--- config.mk ---
export PLATFORM = sky130hd
export DESIGN_NAME = fft_mag_writer
export DESIGN_NICKNAME = d
export VERILOG_FILES = /design/src/rtl/fft_mag_writer.sv
export SDC_FILE = /design/constraint.sdc
export NUM_CORES = 1
export LEC_CHECK = 0
export BUFFER_PORTS_ARGS = -buffer_cell sky130_fd_sc_hd__buf_4
export CAP_MARGIN = 20
export CORE_UTILIZATION = 30
export CTS_CLUSTER_SIZE = 14
export DETAILED_ROUTE_END_ITERATION = 16
export GPL_TIMING_DRIVEN = 0
export PLACE_DENSITY = 0.53
export REMOVE_ABC_BUFFERS = 1
export SETUP_SLACK_MARGIN = 0.3
export SLEW_MARGIN = 20
export SYNTH_ARGS = -nofsm -noshare
export SYNTH_HDL_FRONTEND = slang
export SYNTH_SLANG_ARGS = --single-unit
export TNS_END_PERCENT = 50
--- constraint.sdc ---
create_clock -name i_clock -period 6.96 [get_ports i_clock]
set_input_delay 1.044 -clock i_clock [delete_from_list [all_inputs] [get_ports i_clock]]
set_output_delay 1.044 -clock i_clock [all_outputs]
set_load 0.01 [all_outputs]
--- src/rtl/fft_mag_writer.sv ---
// Producer side of the FFT-magnitude BRAM handshake: turns the complex FFT stream into
// per-bin magnitude estimates, writes one frame into BRAM port A, then holds it for the consumer.
//
// state    | meaning
// ---------+------------------------------------------------------------------
// ST_SYNC  | discard samples until a frame boundary (fft_last) is seen
// ST_ARM   | aligned; next valid sample is bin 0 of a new frame
// ST_CAPTURE| storing bins, checking fft_last against the sample count
// ST_DRAIN | frame complete, waiting for the magnitude pipeline to empty
// ST_HOLD  | frame owned by consumer; incoming frames dropped until consumer_done
module fft_mag_writer #(
   parameter int NFFT   = 2048,
   parameter int ADDR_W = 10,
   parameter int DATA_W = 16
) (
   input  logic                     i_clock,
   input  logic                     i_reset,
   input  logic signed [DATA_W-1:0] i_fft_re,
   input  logic signed [DATA_W-1:0] i_fft_im,
   input  logic                     i_fft_valid,
   input  logic                     i_fft_last,
   input  logic                     i_consumer_done,
   output logic                     o_bram_we,
   output logic [ADDR_W-1:0]        o_bram_addr,
   output logic [DATA_W-1:0]        o_bram_din,
   output logic                     o_done,
   output logic [7:0]               o_frames_dropped,
   output logic                     o_sync_err
);

   localparam int CNT_W = $clog2(NFFT);

   typedef enum logic [2:0] {
      ST_SYNC,
      ST_ARM,
      ST_CAPTURE,
      ST_DRAIN,
      ST_HOLD
   } state_t;

   state_t             r_state;
   logic [CNT_W-1:0]   r_cnt;
   logic               r_in_frame;

   logic               r_s1_vld;
   logic [DATA_W:0]    r_s1_a;
   logic [DATA_W:0]    r_s1_b;
   logic [ADDR_W-1:0]  r_s1_addr;
   logic               r_s2_vld;
   logic [DATA_W:0]    r_s2_mx;
   logic [DATA_W:0]    r_s2_mn;
   logic [ADDR_W-1:0]  r_s2_addr;

   logic               w_capturing;
   logic [CNT_W-1:0]   w_idx;
   logic               w_in_range;
   logic               w_push;
   logic               w_at_end;
   logic [DATA_W:0]    w_re_ext;
   logic [DATA_W:0]    w_im_ext;
   logic [DATA_W:0]    w_abs_re;
   logic [DATA_W:0]    w_abs_im;
   logic [DATA_W+1:0]  w_sum;
   logic [DATA_W-1:0]  w_mag;

   // In ARM the counter is not yet meaningful; the accepted sample is bin 0 by definition.
   assign w_capturing = i_fft_valid && (r_state == ST_ARM || r_state == ST_CAPTURE);
   assign w_idx       = (r_state == ST_ARM) ? '0 : r_cnt;
   assign w_at_end    = (w_idx == CNT_W'(NFFT - 1));

   generate
      if (CNT_W > ADDR_W) begin : g_range
         assign w_in_range = ~|w_idx[CNT_W-1:ADDR_W];
      end else begin : g_all
         assign w_in_range = 1'b1;
      end
   endgenerate

   assign w_push = w_capturing && w_in_range;

   // One extra bit so that -2**(DATA_W-1) has an exact magnitude.
   assign w_re_ext = {i_fft_re[DATA_W-1], i_fft_re};
   assign w_im_ext = {i_fft_im[DATA_W-1], i_fft_im};
   assign w_abs_re = w_re_ext[DATA_W] ? (~w_re_ext + (DATA_W+1)'(1)) : w_re_ext;
   assign w_abs_im = w_im_ext[DATA_W] ? (~w_im_ext + (DATA_W+1)'(1)) : w_im_ext;

   assign w_sum = {1'b0, r_s2_mx} + {2'b00, r_s2_mn[DATA_W:1]};
   assign w_mag = (|w_sum[DATA_W+1:DATA_W]) ? '1 : w_sum[DATA_W-1:0];

   always_ff @(posedge i_clock) begin
      if (i_reset) begin
         r_s1_vld    <= 1'b0;
         r_s1_a      <= '0;
         r_s1_b      <= '0;
         r_s1_addr   <= '0;
         r_s2_vld    <= 1'b0;
         r_s2_mx     <= '0;
         r_s2_mn     <= '0;
         r_s2_addr   <= '0;
         o_bram_we   <= 1'b0;
         o_bram_addr <= '0;
         o_bram_din  <= '0;
      end else begin
         r_s1_vld <= w_push;
         if (w_push) begin
            r_s1_a    <= w_abs_re;
            r_s1_b    <= w_abs_im;
            r_s1_addr <= w_idx[ADDR_W-1:0];
         end
         r_s2_vld <= r_s1_vld;
         if (r_s1_vld) begin
            r_s2_mx   <= (r_s1_a >= r_s1_b) ? r_s1_a : r_s1_b;
            r_s2_mn   <= (r_s1_a >= r_s1_b) ? r_s1_b : r_s1_a;
            r_s2_addr <= r_s1_addr;
         end
         o_bram_we <= r_s2_vld;
         if (r_s2_vld) begin
            o_bram_addr <= r_s2_addr;
            o_bram_din  <= w_mag;
         end
      end
   end

   always_ff @(posedge i_clock) begin
      if (i_reset) begin
         r_state          <= ST_SYNC;
         r_cnt            <= '0;
         r_in_frame       <= 1'b0;
         o_done           <= 1'b0;
         o_frames_dropped <= '0;
         o_sync_err       <= 1'b0;
      end else begin
         o_done <= 1'b0;

         // Frames arriving while the BRAM is owned elsewhere are tracked for the exit decision.
         if ((r_state == ST_DRAIN || r_state == ST_HOLD) && i_fft_valid) begin
            r_in_frame <= !i_fft_last;
            if (i_fft_last && o_frames_dropped != 8'hFF)
               o_frames_dropped <= o_frames_dropped + 8'd1;
         end

         case (r_state)
            ST_SYNC: begin
               if (i_fft_valid && i_fft_last)
                  r_state <= ST_ARM;
            end
            ST_ARM, ST_CAPTURE: begin
               if (i_fft_valid) begin
                  if (i_fft_last && w_at_end) begin
                     r_cnt      <= '0;
                     r_in_frame <= 1'b0;
                     r_state    <= ST_DRAIN;
                  end else if (i_fft_last) begin
                     r_cnt      <= '0;
                     o_sync_err <= 1'b1;
                     r_state    <= ST_ARM;
                  end else if (w_at_end) begin
                     r_cnt      <= '0;
                     o_sync_err <= 1'b1;
                     r_state    <= ST_SYNC;
                  end else begin
                     r_cnt   <= w_idx + CNT_W'(1);
                     r_state <= ST_CAPTURE;
                  end
               end
            end
            ST_DRAIN: begin
               if (!r_s1_vld && !r_s2_vld) begin
                  o_done  <= 1'b1;
                  r_state <= ST_HOLD;
               end
            end
            ST_HOLD: begin
               if (i_consumer_done) begin
                  if (i_fft_valid && i_fft_last)
                     r_state <= ST_ARM;
                  else if (r_in_frame || i_fft_valid)
                     r_state <= ST_SYNC;
                  else
                     r_state <= ST_ARM;
               end
            end
            default: r_state <= ST_SYNC;
         endcase
      end
   end

endmodule
Yosys cells after proc, flatten, opt, wreduce, memory -nomap -nowiden
Cells that the tools add are included.
Widths: inputs -> output; s select.
{"block": "op_classes", "reduce_logical": 23, "n_bitwise": 4, "n_lt_le_gt_ge": 1, "mux": 26, "addsub": 5, "eq_ne": 10}
{"operator": "$mux 17", "count": 4}
{"operator": "$mux 11", "count": 4}
{"operator": "$add 17x1->17 const B", "count": 2}
{"operator": "$not 17->17", "count": 2}
{"operator": "$add 17x16->18", "count": 1}
{"operator": "$ge 17x17->1", "count": 1}
{"operator": "$mux 16", "count": 1}
{"operator": "$mux 3", "count": 4}
{"operator": "$pmux 3 s4", "count": 1}
{"operator": "$add 11x1->11 const B", "count": 1}
{"operator": "$eq 11x11->1 const B", "count": 1}
{"operator": "$mux 1", "count": 9}
{"operator": "$add 8x1->8 const B", "count": 1}
{"operator": "$ne 8x8->1 const B", "count": 1}
{"operator": "$reduce_and 4->1", "count": 2}
{"operator": "$logic_and 1x1->1", "count": 7}
{"operator": "$eq 3x2->1 const B", "count": 2}
{"operator": "$mux 2", "count": 3}
{"operator": "$ne 2x2->1 const B", "count": 3}
{"operator": "$reduce_or 2->1", "count": 3}
{"operator": "$logic_not 1->1", "count": 4}
{"operator": "$reduce_and 2->1", "count": 2}
{"operator": "$eq 3x1->1 const B", "count": 1}
{"operator": "$eq 3x3->1 const B", "count": 1}
{"operator": "other kinds (5)", "count": 8}
{"block": "word_totals", "regBits": 142, "out_inout_bits": 37, "input_bits": 37}

Longest topological paths before layout
Gate-level depths: netlist of the first run.
{"block": "depth", "ltp_word": 8, "depth_mapped": 18}

Worst setup path after synthesis of the first run
No wires, ideal clock.
{"block": "synth_timing", "path_type": "register to register", "start": "register r_state[1]", "end": "register r_cnt[9]", "t_required_ns": 6.890, "slack_ns": 3.776, "setup_ns": 0.070, "stages_incl_launch_ff": 18, "t_arrival_ns": 3.114, "path_buffers": 1, "cell_sequence": "dfxtp_1 > or3b_1 > clkbuf_1 > and2_1 > ha_1 > and3_1 > nand2_1 > nor2_1 > and4_1 > and2_1 > ha_1 > nor4b_1 > nand2_1 > a41oi_2 > inv_1 > o21ai_0 > nand2_1 > a21oi_1"}
{"block": "synth_between", "elab_chain_cells": 6, "word_cells_on_any_way": 11}
{"item": "start, declared", "line_no": "41", "source": "state_t r_state;"}
{"item": "start signal, assigned", "line_no": "126", "source": "r_state <= ST_SYNC;"}
{"item": "start signal, assigned", "line_no": "145", "source": "r_state <= ST_ARM;"}
{"item": "start signal, assigned", "line_no": "152", "source": "r_state <= ST_DRAIN;"}
{"item": "$eq 3x1->1 *", "line_no": "68", "source": "assign w_idx = (r_state == ST_ARM) ? '0 : r_cnt;"}
{"item": "$mux 11 *", "line_no": "68"}
{"item": "via w_idx[1]", "line_no": "55", "source": "logic [CNT_W-1:0] w_idx;"}
{"item": "$add 11x1->11 or $eq 11x11->1 (tied branches)", "line_no": "162, 69"}
{"item": "$mux 11", "line_no": "157", "source": "end else if (w_at_end) begin"}
{"item": "$mux 11", "line_no": "153", "source": "end else if (i_fft_last) begin"}
{"item": "$mux 11 *", "line_no": "149", "source": "if (i_fft_last && w_at_end) begin"}
{"item": "end signal, assigned", "line_no": "162", "source": "r_cnt <= w_idx + CNT_W'(1);"}
{"item": "end, declared", "line_no": "42", "source": "logic [CNT_W-1:0] r_cnt;"}
Mark *: on every way through the listed nets, which the timed path passes. The rest lies on a longest branch.
A chain may end at the register's enable or synchronous reset.

Worst setup path after layout of the first run
{"block": "layout_timing", "start": "register r_state[0]", "end": "register r_cnt[9]"}
Same word-level chain as after synthesis.

==> flow_summary.html, run 1 <==
<table>
<tr><th>Metric</th><th>Value</th></tr>
<tr><th colspan="2">Timing</th></tr>
<tr><td>Smallest hold slack</td><td>458 ps</td></tr>
<tr><td>Actual transition at the worst max-transition pin</td><td>between 800 and 900 ps</td></tr>
<tr><td>Max-slew violations</td><td>0</td></tr>
<tr><td>Hold violation count in the final report</td><td>0</td></tr>
<tr><td>Min cycle time layout</td><td>4090 ps</td></tr>
<tr><td>Highest Clock Rate</td><td>0.244 GHz</td></tr>
<tr><td>Summed negative setup slack over all endpoints</td><td>0 ps</td></tr>
<tr><td>Fin Clk Skew</td><td>7.85 ps</td></tr>
<tr><td>RSZ-0062 raised after global routing</td><td>no</td></tr>
<tr><td>Worst-case headroom to the max-slew limit</td><td>between 40 and 50%</td></tr>
<tr><td>Worst Slack Setup Final</td><td>2870 ps</td></tr>
<tr><td>Setup violation total in the final timing report</td><td>0</td></tr>
<tr><td>Fin crit share</td><td>roughly three fifths</td></tr>
<tr><th colspan="2">Worst setup path</th></tr>
<tr><td>Critical path data required time</td><td>7310 ps</td></tr>
<tr><td>CP max stage cell</td><td>or3b_1</td></tr>
<tr><td>Category of the worst setup path launch point</td><td>flop</td></tr>
<tr><td>FF-to-FF Start</td><td>r_state[0]</td></tr>
<tr><td>Worst endpoint data arrival time</td><td>4440 ps</td></tr>
<tr><td>Worst reg-to-reg setup slack</td><td>2870 ps</td></tr>
<tr><td>Setup crit end kind</td><td>flop</td></tr>
<tr><td>Critical-path cell list</td><td>or3b_1 &gt; and2_1 &gt; ha_1 &gt; and3_1 &gt; nand2_1 &gt; nor2_1 &gt; and4_1 &gt; and2_1 &gt; ha_1 &gt; nor4b_1 &gt; nand2_1 &gt; a41oi_2 &gt; inv_1 &gt; o21ai_0 &gt; nand2_1 &gt; a21oi_1</td></tr>
<tr><td>Most Frequent Cell on Critical Path</td><td>nand2_1</td></tr>
<tr><td>Highest net fanout along the worst path</td><td>20</td></tr>
<tr><td>Reg2reg end</td><td>r_cnt[9]</td></tr>
<tr><td>Kind of critical path</td><td>flop to flop</td></tr>
<tr><td>Path depth of the worst reg2reg path</td><td>16</td></tr>
<tr><td>Largest stage delay on the critical path</td><td>700 ps</td></tr>
<tr><th colspan="2">Yosys</th></tr>
<tr><td>Syn Area/Cell</td><td>around 8.7 sq um</td></tr>
<tr><td>Syn Inst Count</td><td>between 800 and 900</td></tr>
<tr><td>Number of distinct library cells after synthesis</td><td>just over 60</td></tr>
<tr><td>Cell taking the most area after synthesis</td><td>dfxtp_1</td></tr>
<tr><td>Synth top area cells</td><td>dfxtp_1, a211oi_1, mux2i_1</td></tr>
<tr><td>Yosys top cell area share</td><td>37.9%</td></tr>
<tr><td>Number of flops mapped to enable cells by yosys</td><td>0</td></tr>
<tr><td>Share of the yosys chip area belonging to registers</td><td>roughly 38%</td></tr>
<tr><td>Library cell with the highest instance count after synthesis</td><td>dfxtp_1</td></tr>
<tr><td>Flops &amp; latches, synth</td><td>141</td></tr>
<tr><td>Top flip-flop cell by instance count after synthesis</td><td>dfxtp_1</td></tr>
<tr><td>Async set or reset register ratio after synthesis</td><td>0%</td></tr>
<tr><td>Summed instance area of the synthesized netlist</td><td>7440 sq um</td></tr>
<tr><td>Synth top cells by count</td><td>dfxtp_1, nor2_1, a211oi_1</td></tr>
<tr><td>Number of warnings printed during yosys synthesis</td><td>0</td></tr>
<tr><th colspan="2">Place</th></tr>
<tr><td>Area after detailed placement</td><td>8330 sq um</td></tr>
<tr><td>Placed wire-length estimate</td><td>between 10 and 15 mm</td></tr>
<tr><td>Worst slack, placed</td><td>2900 ps</td></tr>
<tr><td>Total of buffers placed on input and output ports</td><td>73</td></tr>
<tr><td>RePlAce Congestion</td><td>0.784</td></tr>
<tr><th colspan="2">Hold path</th></tr>
<tr><td>Number of cells on the worst hold path</td><td>2</td></tr>
<tr><td>Launch instance of the worst min-delay path</td><td>r_s1_addr[8]</td></tr>
<tr><td>End point of the worst hold path</td><td>r_s1_addr[8]</td></tr>
<tr><td>Type of the tightest min-delay check</td><td>flop to flop</td></tr>
<tr><th colspan="2">Route</th></tr>
<tr><td>Total Routed Length</td><td>about 17 mm</td></tr>
<tr><td>DR pass1 iterations</td><td>4</td></tr>
<tr><td>Routed WL per cell</td><td>13.4 um</td></tr>
<tr><td>Detailed-route vias per instance</td><td>4.75</td></tr>
<tr><td>Total number of vias</td><td>a little under 6000</td></tr>
<tr><td>Number of design rule violations left after detail routing</td><td>0</td></tr>
<tr><td>Final ANT Viol Nets</td><td>0</td></tr>
<tr><td>Initial DRC count</td><td>332</td></tr>
<tr><th colspan="2">Layout</th></tr>
<tr><td>Count of antenna diodes in the layout</td><td>0</td></tr>
<tr><td>Final core area utilization</td><td>approximately 37%</td></tr>
<tr><td>Post-layout net count</td><td>a little under 1000</td></tr>
<tr><td># fillers</td><td>approximately 2500</td></tr>
<tr><td>Final non-filler cell area</td><td>about 8900 sq um</td></tr>
<tr><td>Fraction of layout cells with a size suffix above 1</td><td>15.0%</td></tr>
<tr><td>P&amp;R area growth vs syn</td><td>19.7%</td></tr>
<tr><td>Multi-input gate area in the final layout</td><td>around 4300 sq um</td></tr>
<tr><td>Sequential cell area in the final layout</td><td>2830 sq um</td></tr>
<tr><th colspan="2">Floorplan</th></tr>
<tr><td>Area of the die</td><td>25400 sq um</td></tr>
<tr><td>Initial cell density of the core</td><td>30.6%</td></tr>
<tr><td>Rows</td><td>between 50 and 60</td></tr>
<tr><td>Die outline height</td><td>159 um</td></tr>
<tr><td>Core ar.</td><td>roughly 24000 sq um</td></tr>
<tr><td>Die span in x</td><td>between 150 and 200 um</td></tr>
<tr><td>I/O pins</td><td>74</td></tr>
<tr><th colspan="2">Clocking</th></tr>
<tr><td>Root buffer cell</td><td>clkbuf_16</td></tr>
<tr><td>TritonCTS clock tree</td><td>built</td></tr>
<tr><td>Number of buffers inserted by hold repair at cts</td><td>0</td></tr>
<tr><td>Clock latency at the later pin of the worst-skew pair</td><td>410 ps</td></tr>
<tr><td>Clock buffers created by TritonCTS</td><td>17</td></tr>
<tr><td>Resized Gates After CTS</td><td>0</td></tr>
<tr><td>Longest Clk Path Bufs</td><td>2</td></tr>
<tr><td>Num Clock Sinks</td><td>approximately 140</td></tr>
<tr><td>Number of setup buffers added after CTS</td><td>0</td></tr>
<tr><td>Clock slew seen by the registers of the worst setup and hold paths</td><td>about 60 ps</td></tr>
<tr><td>Level count of the clock H-tree</td><td>4</td></tr>
<tr><th colspan="2">Status</th></tr>
<tr><td>Result of the run</td><td>finished, final reports clean</td></tr>
<tr><th colspan="2">GRT</th></tr>
<tr><td>Number of global-route vias before repair</td><td>between 5000 and 6000</td></tr>
<tr><td>Pin count of the biggest net entering global routing</td><td>89</td></tr>
<tr><td>Wire length of the first global-routing pass</td><td>28.1 mm</td></tr>
<tr><td>Global routing usage summed across all routing layers</td><td>13.5%</td></tr>
<tr><td>Total gr overflow</td><td>0</td></tr>
<tr><td>Initial antenna violation count</td><td>0</td></tr>
<tr><th colspan="2">Pwr</th></tr>
<tr><td>Leakage</td><td>0.00336 uW</td></tr>
<tr><td>Worst vdd rail ir drop</td><td>0.199 mV</td></tr>
<tr><td>Power per cell area</td><td>230 nW/um^2</td></tr>
<tr><th colspan="2">Job</th></tr>
<tr><td>Max capacitance violation total</td><td>0</td></tr>
</table>
-- worst max-delay path, delay by kind of cell (launching register included) --
| family | cells | cell delay, ps |
|---|---|---|
| buffers and inverters | 1 | 110 |
| AO/OA/AOI/OAI | 3 | 620 |
| flip-flops | 1 | 570 |
| adder cells (fa/ha/maj) | 2 | 410 |
| AND/OR/NAND/NOR | 10 | 2320 |
-- cell usage in the layout, fill, tap and decap left out, drive strengths merged, types with 4 or more instances in the layout --
cell      Yosys  layout
a211oi       86      86
xor2         34      34
and3          8       8
ha           38      38
nor2b         8       8
nand3        19      19
buf          15      79
xnor2        13      13
nor2        133     133
nand4         6       6
a21o         10      10
o31ai         8       8
nand2b        7       7
o21a          6       6
o41ai         4       4
clkinvlp      0       4
o21ai        27      27
or3           7       7
dfxtp       141     141
nand2        65      65
clkinv        0       5
mux2i        56      56
a21oi        44      44
clkbuf       39      19
inv          28      30
nor3b         4       4
nor3          8       8
-- stage by stage --
step | std cells | total power (uW)
2_1_floorplan | 804 | 1070
3_3_place_gp | 1201 | 1160
3_5_place_dp | 1207 | 1170
4_1_cts | 1239 | 2080
5_1_grt | 1239 | 2140
6_report | 1239 | 2040
-- final cells by class --
cell class                      instances  share of cell area [%]
Clock inverter                         13                    1.57
Timing Repair Buffer                   79                    7.96
Multi-Input combinational cell        635                    48.0
Clock buffer                           19                    4.97
Sequential cell                       141                    31.7
Tap cell                              324                    4.55
Inverter                               28                    1.18
-- kinds of logic after synthesis --
logic type,Yosys count,synth area share (%)
compound gates,211,20.5
xor+xnor,47,5.53
fa+ha+maj,39,6.66
buf+inv,82,4.72
flops,141,37.9
mux,56,7.53
simple gates,282,17.1
-- registers in the layout (all words and copies together), names as in the netlist --
name              cells
r_s1_b               17
r_s2_mn              16
o_sync_err            1
o_frames_dropped      8
r_s1_addr            10
r_s1_a               17
o_bram_din           16
o_done                1
o_bram_we             1
r_state               3
r_cnt                11
r_s2_mx              17
r_s1_vld              1
o_bram_addr          10
r_s2_vld              1
r_s2_addr            10
r_in_frame            1
-- how the worst max path moves through the flow --
stage,from,endpoint,slack (ps),cells past startpoint
global route,r_state[0],r_cnt[9],2540,16
finish,r_state[0],r_cnt[9],2870,16
detailed placement,r_state[0],r_cnt[7],2900,14
CTS,r_state[0],r_cnt[9],2880,16
floorplan,i_fft_valid,r_s1_addr[4],2960,4
global placement,i_fft_valid,r_s1_addr[3],1440,5
-- metal layers --
| layer | global-route usage [%] | vias up | part of all wire [%] |
|---|---|---|---|
| li1 | - | 3157 | - |
| met1 | 18.5 | 2649 | 52 |
| met2 | 20.2 | 75 | 43 |
| met3 | 3.70 | 8 | 4.2 |
| met4 | 4.46 | 0 | 0.69 |
| met5 | 0 | - | 0 |
-- where the power goes --
part / internal, uW / switching [uW]
clock network: 538 / 360
logic: 139 / 163
registers: 826 / 19.1
Power figures use the tool's default switching activity.
==> run 2: changes to the inputs <==
ABC_AREA = 1   (was not set)
PLACE_DENSITY = 0.55   (was 0.53)
clock period = 3.7 ns   (was 6.96 ns; I/O delays follow)
==> flow_summary.html, run 2 <==
<table>
<tr><th>Metric</th><th>Value</th></tr>
<tr><th colspan="2">Status</th></tr>
<tr><td>Result of the run</td><td>finished, violations left</td></tr>
<tr><td>Violations in the final reports</td><td>DRC</td></tr>
<tr><th colspan="2">Timing</th></tr>
<tr><td>Fin Clk Skew</td><td>18.0 ps (+10.1 ps)</td></tr>
<tr><td>Fin crit share</td><td>77.5% (+19 points)</td></tr>
<tr><td>Setup violation total in the final timing report</td><td>0 (unchanged)</td></tr>
<tr><td>Min cycle time layout</td><td>2870 ps (-1220 ps)</td></tr>
<tr><td>Worst-case headroom to the max-slew limit</td><td>33.3% (-9.0 points)</td></tr>
<tr><td>Worst Slack Setup Final</td><td>834 ps (-2040 ps)</td></tr>
<tr><td>Highest Clock Rate</td><td>0.349 GHz (+43%)</td></tr>
<tr><td>Max-slew violations</td><td>0 (unchanged)</td></tr>
<tr><td>Actual transition at the worst max-transition pin</td><td>997 ps (+132 ps)</td></tr>
<tr><td>Hold violation count in the final report</td><td>0 (unchanged)</td></tr>
<tr><td>RSZ-0062 raised after global routing</td><td>no</td></tr>
<tr><th colspan="2">Floorplan</th></tr>
<tr><td>Die span in x</td><td>165 um (+3.6%)</td></tr>
<tr><td>Die outline height</td><td>165 um (+3.6%)</td></tr>
<tr><td>Rows</td><td>59 (+3.5%)</td></tr>
<tr><td>Core ar.</td><td>26100 sq um (+7.5%)</td></tr>
<tr><td>I/O pins</td><td>74 (unchanged)</td></tr>
<tr><td>Initial cell density of the core</td><td>30.6% (about the same)</td></tr>
<tr><td>Area of the die</td><td>27300 sq um (+7.4%)</td></tr>
<tr><th colspan="2">Route</th></tr>
<tr><td>Number of design rule violations left after detail routing</td><td>4 (+4)</td></tr>
<tr><td>Total number of vias</td><td>7409 (+26%)</td></tr>
<tr><td>Routed WL per cell</td><td>12.2 um (-9.0%)</td></tr>
<tr><td>Total Routed Length</td><td>19.4 mm (+17%)</td></tr>
<tr><td>DR pass1 iterations</td><td>11 (+7)</td></tr>
<tr><td>Initial DRC count</td><td>364 (+9.6%)</td></tr>
<tr><td>Detailed-route vias per instance</td><td>4.67 (-1.8%)</td></tr>
<tr><td>Final ANT Viol Nets</td><td>0 (unchanged)</td></tr>
<tr><th colspan="2">Clocking</th></tr>
<tr><td>Number of setup buffers added after CTS</td><td>0 (unchanged)</td></tr>
<tr><td>Root buffer cell</td><td>clkbuf_16</td></tr>
<tr><td>Clock latency at the later pin of the worst-skew pair</td><td>420 ps (about the same)</td></tr>
<tr><td>Level count of the clock H-tree</td><td>4 (unchanged)</td></tr>
<tr><td>Num Clock Sinks</td><td>141 (unchanged)</td></tr>
<tr><td>TritonCTS clock tree</td><td>built</td></tr>
<tr><td>Clock buffers created by TritonCTS</td><td>17 (unchanged)</td></tr>
<tr><td>Clock slew seen by the registers of the worst setup and hold paths</td><td>60 ps (about the same)</td></tr>
<tr><td>Longest Clk Path Bufs</td><td>2 (unchanged)</td></tr>
<tr><td>Number of buffers inserted by hold repair at cts</td><td>0 (unchanged)</td></tr>
<tr><td>Resized Gates After CTS</td><td>0 (unchanged)</td></tr>
<tr><th colspan="2">Pwr</th></tr>
<tr><td>Worst vdd rail ir drop</td><td>0.509 mV (+160%)</td></tr>
<tr><td>Power after layout</td><td>6450 uW (+220%)</td></tr>
<tr><td>Power per cell area</td><td>688 nW/um^2 (+200%)</td></tr>
<tr><td>Leakage</td><td>0.00434 uW (+29%)</td></tr>
<tr><th colspan="2">Yosys</th></tr>
<tr><td>Synth top area cells</td><td>dfxtp_1, nand2_1, a21oi_1</td></tr>
<tr><td>Fraction of synthesized cell area in xor and xnor cells</td><td>3.51% (-2.0 points)</td></tr>
<tr><td>Synth top cells by count</td><td>nand2_1, nor2_1, dfxtp_1</td></tr>
<tr><td>Syn Area/Cell</td><td>6.68 sq um (-23%)</td></tr>
<tr><td>Number of warnings printed during yosys synthesis</td><td>0 (unchanged)</td></tr>
<tr><td>Flops &amp; latches, synth</td><td>141 (unchanged)</td></tr>
<tr><td>Number of distinct library cells after synthesis</td><td>41 (-33%)</td></tr>
<tr><td>Async set or reset register ratio after synthesis</td><td>0% (unchanged)</td></tr>
<tr><td>Share of synthesized area spent on multiplexers</td><td>0% (-7.5 points)</td></tr>
<tr><td>Summed instance area of the synthesized netlist</td><td>8000 sq um (+7.4%)</td></tr>
<tr><td>Library cell with the highest instance count after synthesis</td><td>nand2_1</td></tr>
<tr><td>Number of flops mapped to enable cells by yosys</td><td>0 (unchanged)</td></tr>
<tr><td>Post-synthesis adder-cell area fraction</td><td>6.20% (-0.46 points)</td></tr>
<tr><td>Main combinational cell family by area after synthesis</td><td>simple AND/OR/NAND/NOR gates</td></tr>
<tr><td>Cell taking the most area after synthesis</td><td>dfxtp_1</td></tr>
<tr><td>Share of the yosys chip area belonging to registers</td><td>35.3% (-2.6 points)</td></tr>
<tr><td>Fraction of the mapped netlist area in compound gates</td><td>15.0% (-5.5 points)</td></tr>
<tr><td>Syn Inst Count</td><td>1197 (+40%)</td></tr>
<tr><td>Area fraction in and, or, nand and nor cells after synthesis</td><td>30.8% (+14 points)</td></tr>
<tr><td>Top flip-flop cell by instance count after synthesis</td><td>dfxtp_1</td></tr>
<tr><td>Yosys top cell area share</td><td>35.3% (-2.6 points)</td></tr>
<tr><th colspan="2">Layout</th></tr>
<tr><td>Top Registers</td><td>r_s1_a (17), r_s1_b (17), r_s2_mx (17)</td></tr>
<tr><td>Final non-filler cell area</td><td>9370 sq um (+5.1%)</td></tr>
<tr><td>Fraction of layout cells with a size suffix above 1</td><td>10.8% (-4.2 points)</td></tr>
<tr><td>P&amp;R area growth vs syn</td><td>17.2%</td></tr>
<tr><td>Post-layout net count</td><td>1319 (+35%)</td></tr>
<tr><td>Most frequent standard cell in the layout excluding fill and tap cells</td><td>nand2_1</td></tr>
<tr><td>Most frequent cells in the layout</td><td>nand2_1, nor2_1, dfxtp_1, inv_1, a21oi_1</td></tr>
<tr><td>Count of antenna diodes in the layout</td><td>0 (unchanged)</td></tr>
<tr><td>Post-route insts no fill</td><td>1588 (+28%)</td></tr>
<tr><th colspan="2">Place</th></tr>
<tr><td>Total of buffers placed on input and output ports</td><td>73 (unchanged)</td></tr>
<tr><td>Worst slack, placed</td><td>826 ps (-2070 ps)</td></tr>
<tr><td>Placed wire-length estimate</td><td>14.1 mm (+19%)</td></tr>
<tr><td>RePlAce Congestion</td><td>0.799 (+1.9%)</td></tr>
<tr><td>Area after detailed placement</td><td>8820 sq um (+5.9%)</td></tr>
<tr><td>Cell total after placement</td><td>1559 (+29%)</td></tr>
<tr><th colspan="2">Hold path</th></tr>
<tr><td>Type of the tightest min-delay check</td><td>input port to flop</td></tr>
<tr><td>Number of cells on the worst hold path</td><td>3 (+1)</td></tr>
<tr><th colspan="2">GRT</th></tr>
<tr><td>Wire length of the first global-routing pass</td><td>32.5 mm (+16%)</td></tr>
<tr><td>Number of global-route vias before repair</td><td>6708 (+19%)</td></tr>
<tr><td>Global routing usage summed across all routing layers</td><td>14.8% (+1.4 points)</td></tr>
<tr><td>Total gr overflow</td><td>0 (unchanged)</td></tr>
<tr><td>Pin count of the biggest net entering global routing</td><td>79 (-11%)</td></tr>
<tr><td>Initial antenna violation count</td><td>0 (unchanged)</td></tr>
<tr><th colspan="2">Worst setup path</th></tr>
<tr><td>Worst endpoint data arrival time</td><td>3210 ps (-1230 ps)</td></tr>
<tr><td>Kind of critical path</td><td>flop to flop</td></tr>
<tr><td>Category of the worst setup path launch point</td><td>flop</td></tr>
<tr><td>Critical path data required time</td><td>4040 ps (-3270 ps)</td></tr>
<tr><td>Highest net fanout along the worst path</td><td>18 (-10%)</td></tr>
<tr><td>Path depth of the worst reg2reg path</td><td>13 (-3)</td></tr>
<tr><td>Setup crit end kind</td><td>flop</td></tr>
<tr><th colspan="2">Job</th></tr>
<tr><td>Max capacitance violation total</td><td>0 (unchanged)</td></tr>
</table>
## run 2: changes by cell type in the layout (fill, tap and decap cells not counted), sizes merged, moves of 56 or more
cell    delta
mux2i     -56
o21ai     +59
a211oi    -80
inv      +101
nand2    +214
nand3     +91
a21oi     +69
## run 2: cells by family after synthesis
logic type | Yosys count
AO/OA/AOI/OAI | 222
XOR/XNOR | 32
adder cells (fa/ha/maj) | 39
buffers and inverters | 183
flip-flops | 141
AND/OR/NAND/NOR | 580
## run 2: final timing paths
| kind | endpoint | from | slack [ps] |
|---|---|---|---|
| max reg2reg | r_cnt[4] | r_state[2] | 830 |
| min | r_s1_b[0] | i_fft_im[0] | 420 |
| max | r_cnt[4] | r_state[2] | 830 |
| min reg2reg | o_sync_err | o_sync_err | 450 |
## run 2: through the flow
stage / TNS, ps / util [%] / hold WS, ps
2_1_floorplan: 0 / - / 439
4_1_cts: 0 / 35.8 / 406
5_1_grt: 0 / 35.8 / 430
6_report: 0 / 35.8 / 421
3_3_place_gp: -237 / 33.4 / 440
3_5_place_dp: 0 / 33.8 / 444
## run 2: where the power goes
| group | internal, uW | switching [uW] | total (uW) |
|---|---|---|---|
| Sequential | 1800 | 204 | 2010 |
| Combinational | 1040 | 1800 | 2840 |
| Clock | 948 | 654 | 1600 |
| Total | 3790 | 2650 | 6450 |
## run 2: layer usage
layer  part of all wire (%)  track usage, %
met4                   0.95            4.63
met3                    3.6            2.30
met1                     53            21.6
met2                     42            22.0
met5                      0               0
## run 2: cell type report
cell class	count	area (sq um)
well taps	335	419
clock buffers	19	453
repair buffers	78	637
flip-flops and latches	141	2830
multi-input cells	873	4440
clock inverters	10	93.8
inverters	132	497
fillers	2903	16800
## run 2: critical path, stage by stage (launching register included)
cell	delay [ps]
dfxtp_1	330
inv_1	180
nand3_4	240
nand2_1	180
inv_1	60
ha_1	260
nand3_1	130
nor2_1	60
nand3_2	170
inv_1	70
ha_1	220
nor3_2	580
nand3_1	160
a21oi_1	150
